[src/rtl/wb_exc_commit_pkg.sv]
// Shared constants for the write-back / exception-commit stage: exception
// codes, the ex_flags bit order and the MEM->WB bus width helper.
// Optional feature macro used by the top: WB_DEBUG_TRACE_EN.
package wb_exc_commit_pkg;

    // Bit positions inside ms_ex_flags = {int,adef,ine,sys,brk,ale}
    localparam int EX_FLAGS_W = 6;
    localparam int EX_BIT_INT  = 5;
    localparam int EX_BIT_ADEF = 4;
    localparam int EX_BIT_INE  = 3;
    localparam int EX_BIT_SYS  = 2;
    localparam int EX_BIT_BRK  = 1;
    localparam int EX_BIT_ALE  = 0;

    localparam logic [5:0] ECODE_INT = 6'h00;
    localparam logic [5:0] ECODE_ADE = 6'h08;
    localparam logic [5:0] ECODE_ALE = 6'h09;
    localparam logic [5:0] ECODE_SYS = 6'h0B;
    localparam logic [5:0] ECODE_BRK = 6'h0C;
    localparam logic [5:0] ECODE_INE = 6'h0D;

    localparam logic [8:0] ESUBCODE_NONE = 9'h000;
    localparam logic [8:0] ESUBCODE_ADEF = 9'h000;

    // Result of the priority encoder
    typedef struct packed {
        logic       ex;
        logic [5:0] ecode;
        logic [8:0] esubcode;
    } exc_info_t;

    // MEM->WB bus: pc, result, vaddr, csr_wvalue, csr_wmask (5 x dw), dest,
    // csr_num, plus rf_we, csr_re, csr_we, ertn and the 6 flags.
    function automatic int ms_to_ws_bus_w(input int dw, input int rw, input int csrn_w);
        return 5 * dw + rw + csrn_w + 4 + EX_FLAGS_W;
    endfunction

endpackage

[src/rtl/wb_exc_commit_exc_prio_enc.sv]
// Combinational exception priority encoder: int > adef > ine > sys > brk > ale.
module exc_prio_enc
    import wb_exc_commit_pkg::*;
(
    input  logic [EX_FLAGS_W-1:0] flags,
    output exc_info_t             info
);

    // Pick the highest-priority flag; esubcode is only non-default for ADEF
    always_comb begin
        info.ex       = |flags;
        info.ecode    = ECODE_INT;
        info.esubcode = ESUBCODE_NONE;
        if (flags[EX_BIT_INT]) begin
            info.ecode = ECODE_INT;
        end else if (flags[EX_BIT_ADEF]) begin
            info.ecode    = ECODE_ADE;
            info.esubcode = ESUBCODE_ADEF;
        end else if (flags[EX_BIT_INE]) begin
            info.ecode = ECODE_INE;
        end else if (flags[EX_BIT_SYS]) begin
            info.ecode = ECODE_SYS;
        end else if (flags[EX_BIT_BRK]) begin
            info.ecode = ECODE_BRK;
        end else if (flags[EX_BIT_ALE]) begin
            info.ecode = ECODE_ALE;
        end
    end

endmodule

[src/rtl/wb_exc_commit.sv]
// Write-back stage: MEM->WB pipeline register, exception commit, CSR and
// regfile write drive, one-cycle flush with redirect PC.
// Optional macro WB_DEBUG_TRACE_EN adds the debug_wb_* trace outputs.
//
// Handshake: an instruction moves MEM->WB on a rising edge where
// ms_to_ws_valid && ws_allowin; WB always finishes in one cycle
// (ws_ready_go=1), so ws_allowin is asserted whenever WB is empty or done.
module wb_exc_commit
    import wb_exc_commit_pkg::*;
#(
    parameter int DW     = 32,
    parameter int RW     = 5,
    parameter int CSRN_W = 14
) (
    input  logic                  clk,
    input  logic                  reset,
    input  logic                  ms_to_ws_valid,
    output logic                  ws_allowin,
    input  logic [DW-1:0]         ms_pc,
    input  logic [DW-1:0]         ms_result,
    input  logic [DW-1:0]         ms_vaddr,
    input  logic [RW-1:0]         ms_dest,
    input  logic                  ms_rf_we,
    input  logic                  ms_csr_re,
    input  logic                  ms_csr_we,
    input  logic [CSRN_W-1:0]     ms_csr_num,
    input  logic [DW-1:0]         ms_csr_wvalue,
    input  logic [DW-1:0]         ms_csr_wmask,
    input  logic [EX_FLAGS_W-1:0] ms_ex_flags,
    input  logic                  ms_ertn,
    input  logic [DW-1:0]         csr_rvalue,
    input  logic [DW-1:0]         csr_eentry,
    input  logic [DW-1:0]         csr_era,
    output logic                  wb_ex,
    output logic [5:0]            wb_ecode,
    output logic [8:0]            wb_esubcode,
    output logic [DW-1:0]         wb_pc,
    output logic [DW-1:0]         wb_vaddr,
    output logic                  ertn_flush,
    output logic                  csr_re,
    output logic                  csr_we,
    output logic [CSRN_W-1:0]     csr_num,
    output logic [DW-1:0]         csr_wvalue,
    output logic [DW-1:0]         csr_wmask,
    output logic                  rf_we,
    output logic [RW-1:0]         rf_waddr,
    output logic [DW-1:0]         rf_wdata,
    output logic                  flush,
    output logic [DW-1:0]         flush_pc
`ifdef WB_DEBUG_TRACE_EN
    ,
    output logic [DW-1:0]         debug_wb_pc,
    output logic [3:0]            debug_wb_rf_we,
    output logic [RW-1:0]         debug_wb_rf_wnum,
    output logic [DW-1:0]         debug_wb_rf_wdata
`endif
);

    localparam int BUS_W = ms_to_ws_bus_w(DW, RW, CSRN_W);

    logic             ws_valid;
    logic             ws_ready_go;
    logic             commit;
    logic [BUS_W-1:0] ms_bus;
    logic [BUS_W-1:0] ws_bus;

    logic [DW-1:0]         ws_pc;
    logic [DW-1:0]         ws_result;
    logic [DW-1:0]         ws_vaddr;
    logic [RW-1:0]         ws_dest;
    logic                  ws_rf_we;
    logic                  ws_csr_re;
    logic                  ws_csr_we;
    logic [CSRN_W-1:0]     ws_csr_num;
    logic [DW-1:0]         ws_csr_wvalue;
    logic [DW-1:0]         ws_csr_wmask;
    logic [EX_FLAGS_W-1:0] ws_ex_flags;
    logic                  ws_ertn;
    exc_info_t             exc;

    assign ms_bus = {ms_pc, ms_result, ms_vaddr, ms_dest, ms_rf_we, ms_csr_re, ms_csr_we,
                     ms_csr_num, ms_csr_wvalue, ms_csr_wmask, ms_ex_flags, ms_ertn};
    assign {ws_pc, ws_result, ws_vaddr, ws_dest, ws_rf_we, ws_csr_re, ws_csr_we,
            ws_csr_num, ws_csr_wvalue, ws_csr_wmask, ws_ex_flags, ws_ertn} = ws_bus;

    assign ws_ready_go = 1'b1;
    assign ws_allowin  = !ws_valid || ws_ready_go;

    // Valid bit: cleared by reset and by a flush (the incoming instruction is younger)
    always_ff @(posedge clk) begin
        if (reset) begin
            ws_valid <= 1'b0;
        end else if (flush) begin
            ws_valid <= 1'b0;
        end else if (ws_allowin) begin
            ws_valid <= ms_to_ws_valid;
        end
    end

    // Payload capture on an accepted transfer; contents are don't-care while invalid
    always_ff @(posedge clk) begin
        if (ws_allowin && ms_to_ws_valid) begin
            ws_bus <= ms_bus;
        end
    end

    exc_prio_enc u_exc_prio_enc (
        .flags (ws_ex_flags),
        .info  (exc)
    );

    // A commit in the cycle reset is asserted must not write CSR or regfile state
    assign commit = ws_valid && !reset;

    assign wb_ex       = commit && exc.ex;
    assign wb_ecode    = exc.ecode;
    assign wb_esubcode = exc.esubcode;
    assign wb_pc       = ws_pc;
    assign wb_vaddr    = ws_vaddr;
    assign ertn_flush  = commit && ws_ertn && !wb_ex;
    assign flush       = wb_ex || ertn_flush;
    assign flush_pc    = wb_ex ? csr_eentry : csr_era;

    assign csr_re     = commit && ws_csr_re && !exc.ex;
    assign csr_we     = commit && ws_csr_we && !exc.ex;
    assign csr_num    = ws_csr_num;
    assign csr_wvalue = ws_csr_wvalue;
    assign csr_wmask  = ws_csr_wmask;

    assign rf_we    = commit && ws_rf_we && !exc.ex && !ws_ertn && (ws_dest != '0);
    assign rf_waddr = ws_dest;
    assign rf_wdata = csr_re ? csr_rvalue : ws_result;

`ifdef WB_DEBUG_TRACE_EN
    assign debug_wb_pc       = ws_pc;
    assign debug_wb_rf_we    = {4{rf_we}};
    assign debug_wb_rf_wnum  = ws_dest;
    assign debug_wb_rf_wdata = rf_wdata;
`endif

endmodule

[config.mk]
export PLATFORM = sky130hd
export DESIGN_NAME = wb_exc_commit
export DESIGN_NICKNAME = d
export VERILOG_FILES = /design/src/rtl/wb_exc_commit_pkg.sv /design/src/rtl/wb_exc_commit_exc_prio_enc.sv /design/src/rtl/wb_exc_commit.sv
export SDC_FILE = /design/constraint.sdc
export NUM_CORES = 1
export LEC_CHECK = 0
export BUFFER_PORTS_ARGS = -buffer_cell sky130_fd_sc_hd__buf_2
export CAP_MARGIN = 20
export CORE_AREA = 2 2 200 202
export DETAILED_ROUTE_END_ITERATION = 16
export DIE_AREA = 0 0 202 204
export SYNTH_ARGS = -nofsm -noshare
export SYNTH_HDL_FRONTEND = slang
export SYNTH_SLANG_ARGS = --single-unit
[constraint.sdc]
create_clock -name clk -period 3.3 [get_ports clk]
set_input_delay 0.66 -clock clk [delete_from_list [all_inputs] [get_ports clk]]
set_output_delay 0.66 -clock clk [all_outputs]
set_load 0.005 [all_outputs]
# After elaboration in Yosys (flattened, before gate mapping)
# Cells that the tools add are included.
[op_classes] muxes=8 n_reduce_logical=20
[op_table] operator="$mux W32" n=2
[op_table] operator="$mux W6" n=4
[op_table] operator="$logic_and A1 B1 Y1" n=12
[op_table] operator="$mux W4" n=2
[op_table] operator="$reduce_or A6 Y1" n=1
[op_table] operator="$reduce_bool A5 Y1" n=1
[op_table] operator="$logic_not A1 Y1" n=4
[op_table] operator="$reduce_or A2 Y1" n=1
[op_table] operator="$logic_or A1 B1 Y1" n=1
[word_totals] input_bits=288 regBits=190 wordCells=30 output_inout_bits=233

# Logic depth before layout (Yosys ltp)
# Gate-level depths: netlist of run 1.
[logic_depth] ltp_word=7 ltp_mapped=5 depth_no_buf=3

# By module
# A second synthesis of run 1 with hierarchy kept.
[unflattened] cells_unflattened=446 area_unflattened_um2=7945.1
[modules_own_cells] module="wb_exc_commit" instances=1 area_per_inst_um2=7792.5 seq_area_each_um2=5695.5 cells_per_inst=423
[modules_own_cells] module="exc_prio_enc" instances=1 area_per_inst_um2=152.6 seq_area_each_um2=0.0 cells_per_inst=23

# Worst setup path after synthesis of run 1
# No wires, ideal clock.
[synth_timing] path_kind="input to output" start="input port reset" end="output port flush_pc[22]" path_stages=4 required_ns=2.640 arrival_time_ns=1.931 slack_ns=0.709 path_cell_list="nand2b_1 -> a21oi_1 -> clkbuf_1 -> mux2_2"
[synth_via] elab_chain_cells=4
[synth_rtl] element="start: declaration" line="wb_exc_commit.sv:16" rtl="input logic reset,"
[synth_rtl] element="$logic_not A1 Y1" line="wb_exc_commit.sv:113" rtl="assign commit = ws_valid && !reset;"
[synth_rtl] element="$logic_and A1 B1 Y1" line="wb_exc_commit.sv:113"
[synth_rtl] element="$logic_and A1 B1 Y1" line="wb_exc_commit.sv:115" rtl="assign wb_ex = commit && exc.ex;"
[synth_rtl] element="via wb_ex" line="wb_exc_commit.sv:34" rtl="output logic wb_ex,"
[synth_rtl] element="$mux W32" line="wb_exc_commit.sv:122" rtl="assign flush_pc = wb_ex ? csr_eentry : csr_era;"
[synth_rtl] element="end: declaration" line="wb_exc_commit.sv:49" rtl="output logic [DW-1:0] flush_pc"
# The timed path passes the listed nets, and every way through them passes these cells.

# Final worst setup path of run 1
[layout_timing] start="register ws_bus[5]" end="output port rf_wdata[12]"
[layout_via] elab_chain_cells=4
[layout_rtl] element="start: declaration" line="wb_exc_commit.sv:65" rtl="logic [BUS_W-1:0] ws_bus;"
[layout_rtl] element="start signal: assignment" line="wb_exc_commit.sv:103" rtl="ws_bus <= ms_bus;"
[layout_rtl] element="$reduce_or A6 Y1" line="wb_exc_commit_exc_prio_enc.sv:11" rtl="info.ex = |flags;"
[layout_rtl] element="$logic_not A1 Y1" line="wb_exc_commit.sv:124" rtl="assign csr_re = commit && ws_csr_re && !exc.ex;"
[layout_rtl] element="$logic_and A1 B1 Y1" line="wb_exc_commit.sv:124"
[layout_rtl] element="$mux W32" line="wb_exc_commit.sv:132" rtl="assign rf_wdata = csr_re ? csr_rvalue : ws_result;"
[layout_rtl] element="end: declaration" line="wb_exc_commit.sv:47" rtl="output logic [DW-1:0] rf_wdata,"
# Every way passes these cells.

==> run_results.csv, run 1 <==
group,metric,value,unit
final_layout,nets,1112,
timing,finalSetupViolations,0,
pwr,p_int,4250,µW
final_layout,fillers,4060,
pwr,switching_share,23.1,%
yosys,ys_ff_latch,190,
grt,grt-ovfl-total,0,
die,pin_count,521,
yosys,syn_area,7940,µm²
timing,fin_hold_ws,0.377,ns
yosys,synth_top_area_cell,"edfxtp_1",
placement,place_congestion,0.774,
clock_network,cts_tree,"yes",
yosys,synth_area_leaders,"edfxtp_1, buf_4, mux2_4",
route,routed_via_density,3.52,
pwr,p_leak,0.00470,µW
timing,fmaxAchievable,0.313,GHz
pwr,ir_drop,0.347,mV
critical_path,path_class,"reg -> out",
clock_network,htree_levels,4,
die,start_util,20.3,%
clock_network,cts.sinks,190,
clock_network,numCtsBuffers,17,
timing,fin_crit_sh,96.8,%
timing,tns,0,ns
timing,clock_skew,0.00190,ns
timing,grt_setup_unrepaired,"no",
yosys,yosysMostFrequentCell,"edfxtp_1",
grt,first_global_vias,4814,
pwr,powerDensity,522,nW/µm²
yosys,ys_warn_count,0,
timing,relSlewSlack,55.9,%
final_layout,layout-drive-gt1-share,72.7,%
yosys,yosys_most_used_dff,"edfxtp_1",
final_layout,syn2layout_area_growth,33.4,%
critical_path,cp-start-kind,"flip-flop",
yosys,synth-edff-count,189,
pwr,p_sw,1280,µW
grt,grt_use_total,10.6,%
route,wl_per_cell,16.6,µm
clock_network,ctsHoldBuffers,0,
route,drt_wl_total,22700,µm
yosys,yosysUniqueCellTypes,23,
yosys,ys_seq_area_share,71.8,%
final_layout,final-seq-area,5700,µm²
pwr,power_frac_comb,10.5,%
critical_path,cp-end-kind,"primary output",
die,rows,73,
clock_network,clkTransAtPathRegs,0.08,ns
grt,grt_pass1_wl,30600,µm
hold_path,hold_path.class,"in -> reg",
route,drc_errors,0,
critical_path,worstPathMaxFanout,17,
die,dieArea,41200,µm²
route,drt_pre_antenna_iters,4,
die,die_w,202,µm
clock_network,root_buffer,"clkbuf_16",
clock_network,clockBufferDepth,2,
timing,tightest_slew,0.657,ns
grt,antenna_found_initial,11,
final_layout,multiInputGateArea,1030,µm²
critical_path,arrival,2.54,ns
route,ant_nets,0,
die,coreArea,39200,µm²
pwr,clockPowerShare,36.6,%
grt,grt_max_degree,75,
route,num_vias,4807,
route,first_iter_violations,272,
timing,finalMaxSlewViolations,0,
yosys,synthTopCellsByCount,"edfxtp_1, buf_4, mux2_2, mux2_4",
placement,numPortBuffers,508,
yosys,synth_cells,448,
yosys,postSynth.asyncResetShare,0,%
critical_path,critPathRequiredTime,2.64,ns
yosys,avgSynthCellArea,17.7,µm²
clock_network,clk-insertion-delay-late,0.45,ns
status,status,"finished, final reports clean",
placement,hpwl,18100,µm
yosys,synth.top_cell.area_share,71.5,%
flow_run,cap_violations,0,
timing,hold_viol_final,0,
die,fp.dieH,204,µm
timing,fin_crit,3.20,ns
pwr,p_seq_share,52.9,%
kinds of logic (layout without fill, tap and decap cells):
logic type             Yosys count  in the layout  synth area share, %
and+or+nand+nor                 15             16                 1.20
DFF                            190            190                 71.8
other                            2             15               0.0946
buffers and inverters          171            548                 16.0
muxes                           64             64                 10.5
AOI/OAI and AO/OA                6              6                0.505
sequential cells by signal, indices dropped and copies added (netlist names):
signal	flops
ws_bus	189
ws_valid	1
power groups by stage:
stage / registers (µW) / logic (µW) / clock network (µW)
finish: 2920 / 583 / 2020
global route: 2940 / 636 / 2200
CTS: 2920 / 597 / 2130
detailed placement: 2980 / 592 / 0
global placement: 2970 / 584 / 0
floorplan: 2960 / 328 / 0
metal layers:
metal,GRT usage [%],wire length [µm]
met1,12.3,8930
met2,16.4,11100
met3,4.51,1910
met4,5.67,652
met5,0,80
worst paths after layout:
| kind | end | slack, ns | from | depth (start not counted) |
|---|---|---|---|---|
| worst max-delay path | rf_wdata[12] | 0.10 | ws_bus[5] | 5 |
| worst min-delay path | ws_bus[179] | 0.38 | ms_pc[22] | 1 |
| worst max register to register | ws_valid | 1.87 | ws_bus[3] | 3 |
| worst min register to register | ws_valid | 0.75 | ws_bus[0] | 3 |
worst max-delay path, stage by stage (launching register included):
cell	delay, ns
edfxtp_1	0.44
or3_4	0.45
or4_4	0.56
buf_12	0.18
mux2_4	0.31
buf_2	0.13
layout by cell type, fill, tap and decap left out, types with 2 or more instances in the layout:
cell type | Yosys | routed
a21oi_1 | 3 | 2
buf_12 | 0 | 3
buf_2 | 0 | 507
clkbuf_1 | 3 | 2
clkbuf_16 | 0 | 17
conb_1 | 2 | 12
diode_2 | 0 | 3
edfxtp_1 | 189 | 189
inv_1 | 5 | 5
inv_6 | 0 | 5
inv_8 | 0 | 3
mux2_2 | 35 | 35
mux2_4 | 29 | 29
nor2_1 | 2 | 2
nor3_1 | 5 | 5
or4_4 | 1 | 2
what timing repair did:
item                                    CTS  global route
resized for setup                         1             0
hold endpoints to repair                  0             0
pin swaps                                 1             1
cloned                                    1             0
endpoints found under the setup margin   32             1
buffers inserted                          1             0
per-stage QoR:
step	worst slack, ns	instance area, µm²	std cells	total power (µW)	utilization (%)
2_1_floorplan	0.709	7970	458	3290	-
3_3_place_gp	0.326	9990	1328	3550	25.5
3_5_place_dp	0.280	9990	1328	3570	25.5
4_1_cts	0.0412	10600	1361	5650	27.0
5_1_grt	0.0121	10600	1364	5770	27.0
6_report	0.104	10600	1364	5520	27.0
final cells by class:
type,count,area share (%)
Sequential cell,190,53.8
Timing Repair Buffer,512,24.7
Multi-Input combinational cell,98,9.75
Tap cell,525,6.20
Clock buffer,19,4.09
Clock inverter,12,1.17
Inverter,5,0.177
Antenna cell,3,0.0709
Note: power is estimated with default switching activity, not from simulation.
==> run 2: changes to the inputs <==
- SYNTH_HIERARCHICAL: not set -> 1
==> run_results.csv, run 2 <==
group,metric,value,unit
die,dieArea,41200,µm²
final_layout,syn2layout_area_growth,33.2,%
final_layout,top_register,"ws_bus",
yosys,synth-edff-count,189,
flow_run,cap_violations,0,
yosys,ys_seq_area_share,71.7,%
yosys,synth_cells,446,
placement,numPortBuffers,508,
status,status,"finished, final reports clean",
final_layout,layout-drive-gt1-share,73.3,%
timing,fin_crit_sh,92.8,%
pwr,ir_drop,0.352,mV
yosys,synth.top_cell.area_share,71.4,%
pwr,p_leak,0.00462,µW
route,routed_via_density,3.56,
route,drt_pre_antenna_iters,4,
timing,tns,0,ns
critical_path,cpPeakStageDelay,0.44,ns
critical_path,crit_family,"simple AND/OR/NAND/NOR gates",
critical_path,cp_cell_sequence,"nor3_2 > nand2_2 > and4bb_2 > buf_12 > mux2_2 > buf_2",
grt,grt_pass1_wl,30500,µm
timing,fin_hold_ws,0.384,ns
critical_path,cp-end-kind,"primary output",
yosys,yosys_most_used_dff,"edfxtp_1",
die,fp.dieH,204,µm
critical_path,critPathRequiredTime,2.64,ns
critical_path,r2r-start,"ws_bus[3]",
timing,hold_viol_final,0,
critical_path,path_buf_inv,2,
die,rows,73,
grt,grt_use_total,10.5,%
final_layout,fin_area,10600,µm²
yosys,ys_ff_latch,190,
final_layout,mostFrequentLayoutCell,"buf_2",
route,first_iter_violations,209,
clock_network,clk-insertion-delay-late,0.44,ns
yosys,postSynth.asyncResetShare,0,%
clock_network,clkTransAtPathRegs,0.07,ns
timing,fmaxAchievable,0.327,GHz
clock_network,root_buffer,"clkbuf_16",
timing,fin_crit,3.06,ns
hold_path,whs_endpoint,"ws_bus[168]",
die,start_util,20.3,%
critical_path,r2r_cells,4,
placement,hpwl,18400,µm
timing,clock_skew,0.00898,ns
hold_path,hp-start,"ms_pc[11]",
yosys,ys_warn_count,6,
critical_path,rrSetupSlack,2.09,ns
critical_path,arrival,2.40,ns
hold_path,hold_path.class,"in -> reg",
critical_path,path_class,"reg -> out",
yosys,synthTopCellsByCount,"edfxtp_1, buf_4, mux2_2, mux2_4",
grt,first_global_vias,5061,
final_layout,reg_top3,"ws_bus x189, ws_valid x1",
placement,place_congestion,0.747,
grt,grt-ovfl-total,0,
critical_path,r2r_end,"ws_valid",
timing,tightest_slew,0.509,ns
clock_network,htree_levels,4,
timing,relSlewSlack,65.6,%
critical_path,crit_slowest_cell,"edfxtp_1",
timing,finalMaxSlewViolations,0,
route,num_vias,4857,
timing,grt_setup_unrepaired,"no",
final_layout,nets,1110,
die,coreArea,39200,µm²
die,die_w,202,µm
yosys,avgSynthCellArea,17.8,µm²
clock_network,cts_tree,"yes",
die,pin_count,521,
yosys,syn_area,7950,µm²
route,ant_nets,0,
clock_network,numCtsBuffers,17,
route,drc_errors,0,
critical_path,cp-start-kind,"flip-flop",
grt,grt_max_degree,67,
timing,finalSetupViolations,0,
final_layout,largest_reg_flops,189,
hold_path,hold_depth,1,
yosys,synth_area_leaders,"edfxtp_1, buf_4, mux2_4",
placement,dpl_cell_area,10000,µm²
route,wl_per_cell,16.6,µm
yosys,synth_top_area_cell,"edfxtp_1",
clock_network,ctsHoldBuffers,0,
grt,antenna_found_initial,9,
clock_network,clockBufferDepth,2,
yosys,yosysUniqueCellTypes,25,
route,drt_wl_total,22600,µm
critical_path,worstPathMaxFanout,33,
yosys,yosysMostFrequentCell,"edfxtp_1",
final_layout,layout_common_cells,"buf_2, edfxtp_1, mux2_2",
clock_network,cts.sinks,190,
pwr,powerDensity,517,nW/µm²
critical_path,worst-path-stages,6,
-- run 2: cell types whose count changed in the layout (fill, tap and decap cells not counted), sizes merged, moves of 2 or more --
cell      delta
or3          -2
nor3         -3
inv          -4
or4          -2
a21oi        -2
o211a        +2
clkinvlp     +3
nor2         +2
nor2b        +2
-- run 2: cells by family (layout without fill, tap and decap cells) --
group,Yosys count,count (layout),synth area share [%]
AOI/OAI and AO/OA,5,5,0.520
buffers and inverters,168,547,15.9
DFF,190,190,71.7
other,2,16,0.0945
and+or+nand+nor,17,17,1.39
muxes,64,64,10.4
-- run 2: through the flow --
step | setup slack (ns) | instances | power, µW | utilization, %
after floorplan | 0.999 | 456 | 3290 | -
after global placement | 0.610 | 1328 | 3560 | 25.6
after detailed placement | 0.539 | 1328 | 3570 | 25.6
after CTS | 0.0314 | 1360 | 5570 | 27.0
after global routing | 0.0814 | 1362 | 5700 | 27.0
final | 0.238 | 1364 | 5470 | 27.0
-- run 2: repair_timing --
action	CTS	global route
endpoints found under the setup margin	0	63
buffers inserted	0	0
gates resized for setup	0	2
-- run 2: cell type report --
cell class,count,area (µm²)
Clock inverter,14,124
Clock buffer,18,429
Antenna cell,4,10.0
Sequential cell,190,5700
Timing Repair Buffer,513,2630
Inverter,2,7.51
Fill cell,4020,28600
Tap cell,525,657
Multi-Input combinational cell,98,1030
-- run 2: power breakdown --
group          switching, µW  internal (µW)
sequential              61.0           2870
clock                    972            991
combinational            257            323
total                   1290           4180
-- run 2: how the worst max path moves through the flow --
stage              start      endpoint  slack, ns
6_report       ws_bus[3]  rf_wdata[31]       0.24
5_1_grt        ws_bus[3]   rf_wdata[0]       0.08
4_1_cts        ws_bus[3]  rf_wdata[31]       0.03
3_5_place_dp   ws_bus[3]   rf_wdata[0]       0.54
3_3_place_gp   ws_bus[3]  rf_wdata[31]       0.61
2_1_floorplan  ws_bus[3]  rf_wdata[10]        1.0
-- run 2: metal layers --
layer  up-vias  part of all wire (%)  global-route usage (%)
met3        31                    11                    5.28
met1      2283                    33                    9.91
li1       2203                     -                       -
met2       332                    52                    18.7
met5         -                  0.25                       0
met4         8                   3.1                    5.38
-- run 2: worst register-to-register path, cell delays in order (launching register included) --
cell and delay, ns:
edfxtp_1 0.44, nor3_2 0.25, nand2_2 0.15, nor2_1 0.19
o211a_1 0.14
==> run 3: changes to the inputs <==
--- a/config.mk
+++ b/config.mk
@@ -8,7 +8,8 @@
 export BUFFER_PORTS_ARGS = -buffer_cell sky130_fd_sc_hd__buf_2
 export CAP_MARGIN = 20
-export CORE_AREA = 2 2 200 202
+export CORE_AREA = 2 2 204 206
+export CTS_BUF_LIST = sky130_fd_sc_hd__clkbuf_4
 export DETAILED_ROUTE_END_ITERATION = 16
-export DIE_AREA = 0 0 202 204
+export DIE_AREA = 0 0 206 208
 export SYNTH_ARGS = -nofsm -noshare
 export SYNTH_HDL_FRONTEND = slang
==> constraint.sdc (replaced) <==
create_clock -name clk -period 3.3 [get_ports clk]
set_input_delay 0.66 -clock clk [delete_from_list [all_inputs] [get_ports clk]]
set_output_delay 0.66 -clock clk [all_outputs]
set_load 0.01 [all_outputs]
==> run_results.csv, run 3 (synthesis gave the netlist of run 2 again) <==
group,metric,value,unit
clock_network,root_buffer,"clkbuf_4",
pwr,powerDensity,459,nW/µm²
timing,tightest_slew,0.567,ns
final_layout,multiInputGateArea,1120,µm²
route,first_iter_violations,211,
clock_network,cts.sinks,190,
final_layout,utilization,27.2,%
final_layout,final-seq-area,5700,µm²
critical_path,crit_slowest_cell,"edfxtp_1",
final_layout,syn2layout_area_growth,38.8,%
clock_network,clockBufferDepth,2,
route,num_vias,4972,
pwr,p_total,5060,µW
timing,tns,0,ns
critical_path,rrSetupSlack,1.88,ns
die,start_util,19.6,%
hold_path,hold_path.class,"in -> reg",
placement,place_ws,0.520,ns
die,die_w,206,µm
die,dieArea,42800,µm²
critical_path,r2r_end,"ws_valid",
final_layout,nets,1133,
pwr,p_leak,0.00486,µW
placement,numPortBuffers,508,
clock_network,cts_tree,"yes",
final_layout,top_register,"ws_bus",
pwr,ir_drop,0.340,mV
pwr,p_int,3810,µW
timing,finalWorstSetupSlack,0.0732,ns
route,routed_via_density,3.56,
final_layout,fillers,4147,
final_layout,layout_common_cells,"buf_2, edfxtp_1, buf_6",
clock_network,clk-insertion-delay-late,0.66,ns
timing,grt_setup_unrepaired,"yes",
timing,hold_viol_final,0,
timing,fin_crit_sh,97.8,%
die,fp.dieH,208,µm
clock_network,numCtsBuffers,17,
die,coreArea,40600,µm²
timing,relSlewSlack,62.2,%
timing,fin_crit,3.23,ns
critical_path,cpPeakStageDelay,0.44,ns
critical_path,path_class,"reg -> out",
route,drt_pre_antenna_iters,4,
critical_path,cp-start-kind,"flip-flop",
placement,hpwl,17600,µm
critical_path,cp-end-kind,"primary output",
grt,grt_use_total,10.5,%
route,drt_wl_total,23400,µm
die,rows,74,
status,status,"finished, final reports clean",
grt,grt_max_degree,67,
pwr,clockPowerShare,27.1,%
route,drc_errors,0,
timing,fin_hold_ws,0.155,ns
grt,first_global_vias,5264,
critical_path,r2r_cells,6,
pwr,p_seq_share,57.8,%
pwr,p_sw,1260,µW
route,ant_nets,0,
final_layout,largest_reg_flops,189,
grt,grt_pass1_wl,31300,µm
critical_path,r2r-start,"ws_bus[3]",
hold_path,hold_depth,1,
placement,place_congestion,0.746,
die,pin_count,521,
clock_network,clkTransAtPathRegs,0.16,ns
clock_network,htree_levels,4,
critical_path,critPathRequiredTime,2.64,ns
flow_run,cap_violations,0,
hold_path,hp-start,"ms_csr_wvalue[10]",
pwr,switching_share,24.8,%
final_layout,layout-drive-gt1-share,72.8,%
critical_path,crit_family,"simple AND/OR/NAND/NOR gates",
final_layout,reg_top3,"ws_bus x189, ws_valid x1",
timing,finalMaxSlewViolations,0,
critical_path,cp_cell_sequence,"nor3_2 > nand2_2 > and4bb_4 > buf_16 > mux2_4 > buf_6",
hold_path,whs_endpoint,"ws_bus[49]",
critical_path,path_buf_inv,2,
timing,fmaxAchievable,0.310,GHz
route,wl_per_cell,16.8,µm
critical_path,worstPathMaxFanout,16,
grt,grt-ovfl-total,0,
final_layout,mostFrequentLayoutCell,"buf_2",
timing,finalSetupViolations,0,
timing,clock_skew,0.0131,ns
critical_path,arrival,2.57,ns
grt,antenna_found_initial,12,
pwr,power_frac_comb,15.1,%
[run 3: cell types whose count changed in the layout (fill, tap and decap cells not counted), sizes merged]
cell	before	now
diode	4	5
bufinv	0	3
clkinvlp	4	3
clkbuf	19	20
dlygate4sd3	0	10
buf	512	523
clkinv	3	4
inv	9	7
[run 3: how the worst max path moves through the flow]
stage,start,to,slack (ns),cells after the start
CTS,ws_bus[1],rf_wdata[0],-0.14,6
global placement,ws_bus[3],rf_wdata[31],0.59,6
floorplan,ws_bus[3],rf_wdata[22],0.98,6
global route,ws_bus[3],rf_wdata[12],-0.16,6
finish,ws_bus[3],rf_wdata[12],0.07,6
detailed placement,ws_bus[3],rf_wdata[31],0.52,6
[run 3: per-layer routing]
metal  track usage, %  routed length, µm
met1             9.29               7670
met5                0                 55
met4             4.66                445
met3             5.08               2630
met2             19.7              12600
[run 3: power groups by stage]
stage	Clock [µW]	Combinational (µW)	Sequential, µW
after detailed placement	0	670	2980
after global placement	0	663	2980
final	1370	765	2930
after CTS	1470	741	2930
after global routing	1540	821	2950
after floorplan	0	415	2960
[run 3: area by class of cell]
class | count | share of cell area, %
flip-flops and latches | 190 | 51.7
repair buffers | 536 | 29.2
multi-input cells | 98 | 10.1
well taps | 532 | 6.04
clock inverters | 15 | 1.66
clock buffers | 17 | 1.16
diodes | 5 | 0.113
inverters | 2 | 0.0681
[run 3: metrics by stage]
step / instances / cell area [µm²]
3_3_place_gp: 1336 / 10000
2_1_floorplan: 456 / 7980
4_1_cts: 1390 / 10800
5_1_grt: 1393 / 11000
6_report: 1395 / 11000
3_5_place_dp: 1336 / 10000
[run 3: timing repair]
action                     CTS  global route
pin swaps                    3             3
hold buffers                10             0
hold endpoints to repair    10             0
resized for setup           43            45
setup buffers                9             0
setup endpoints to repair   66            65
gates cloned                 3             2
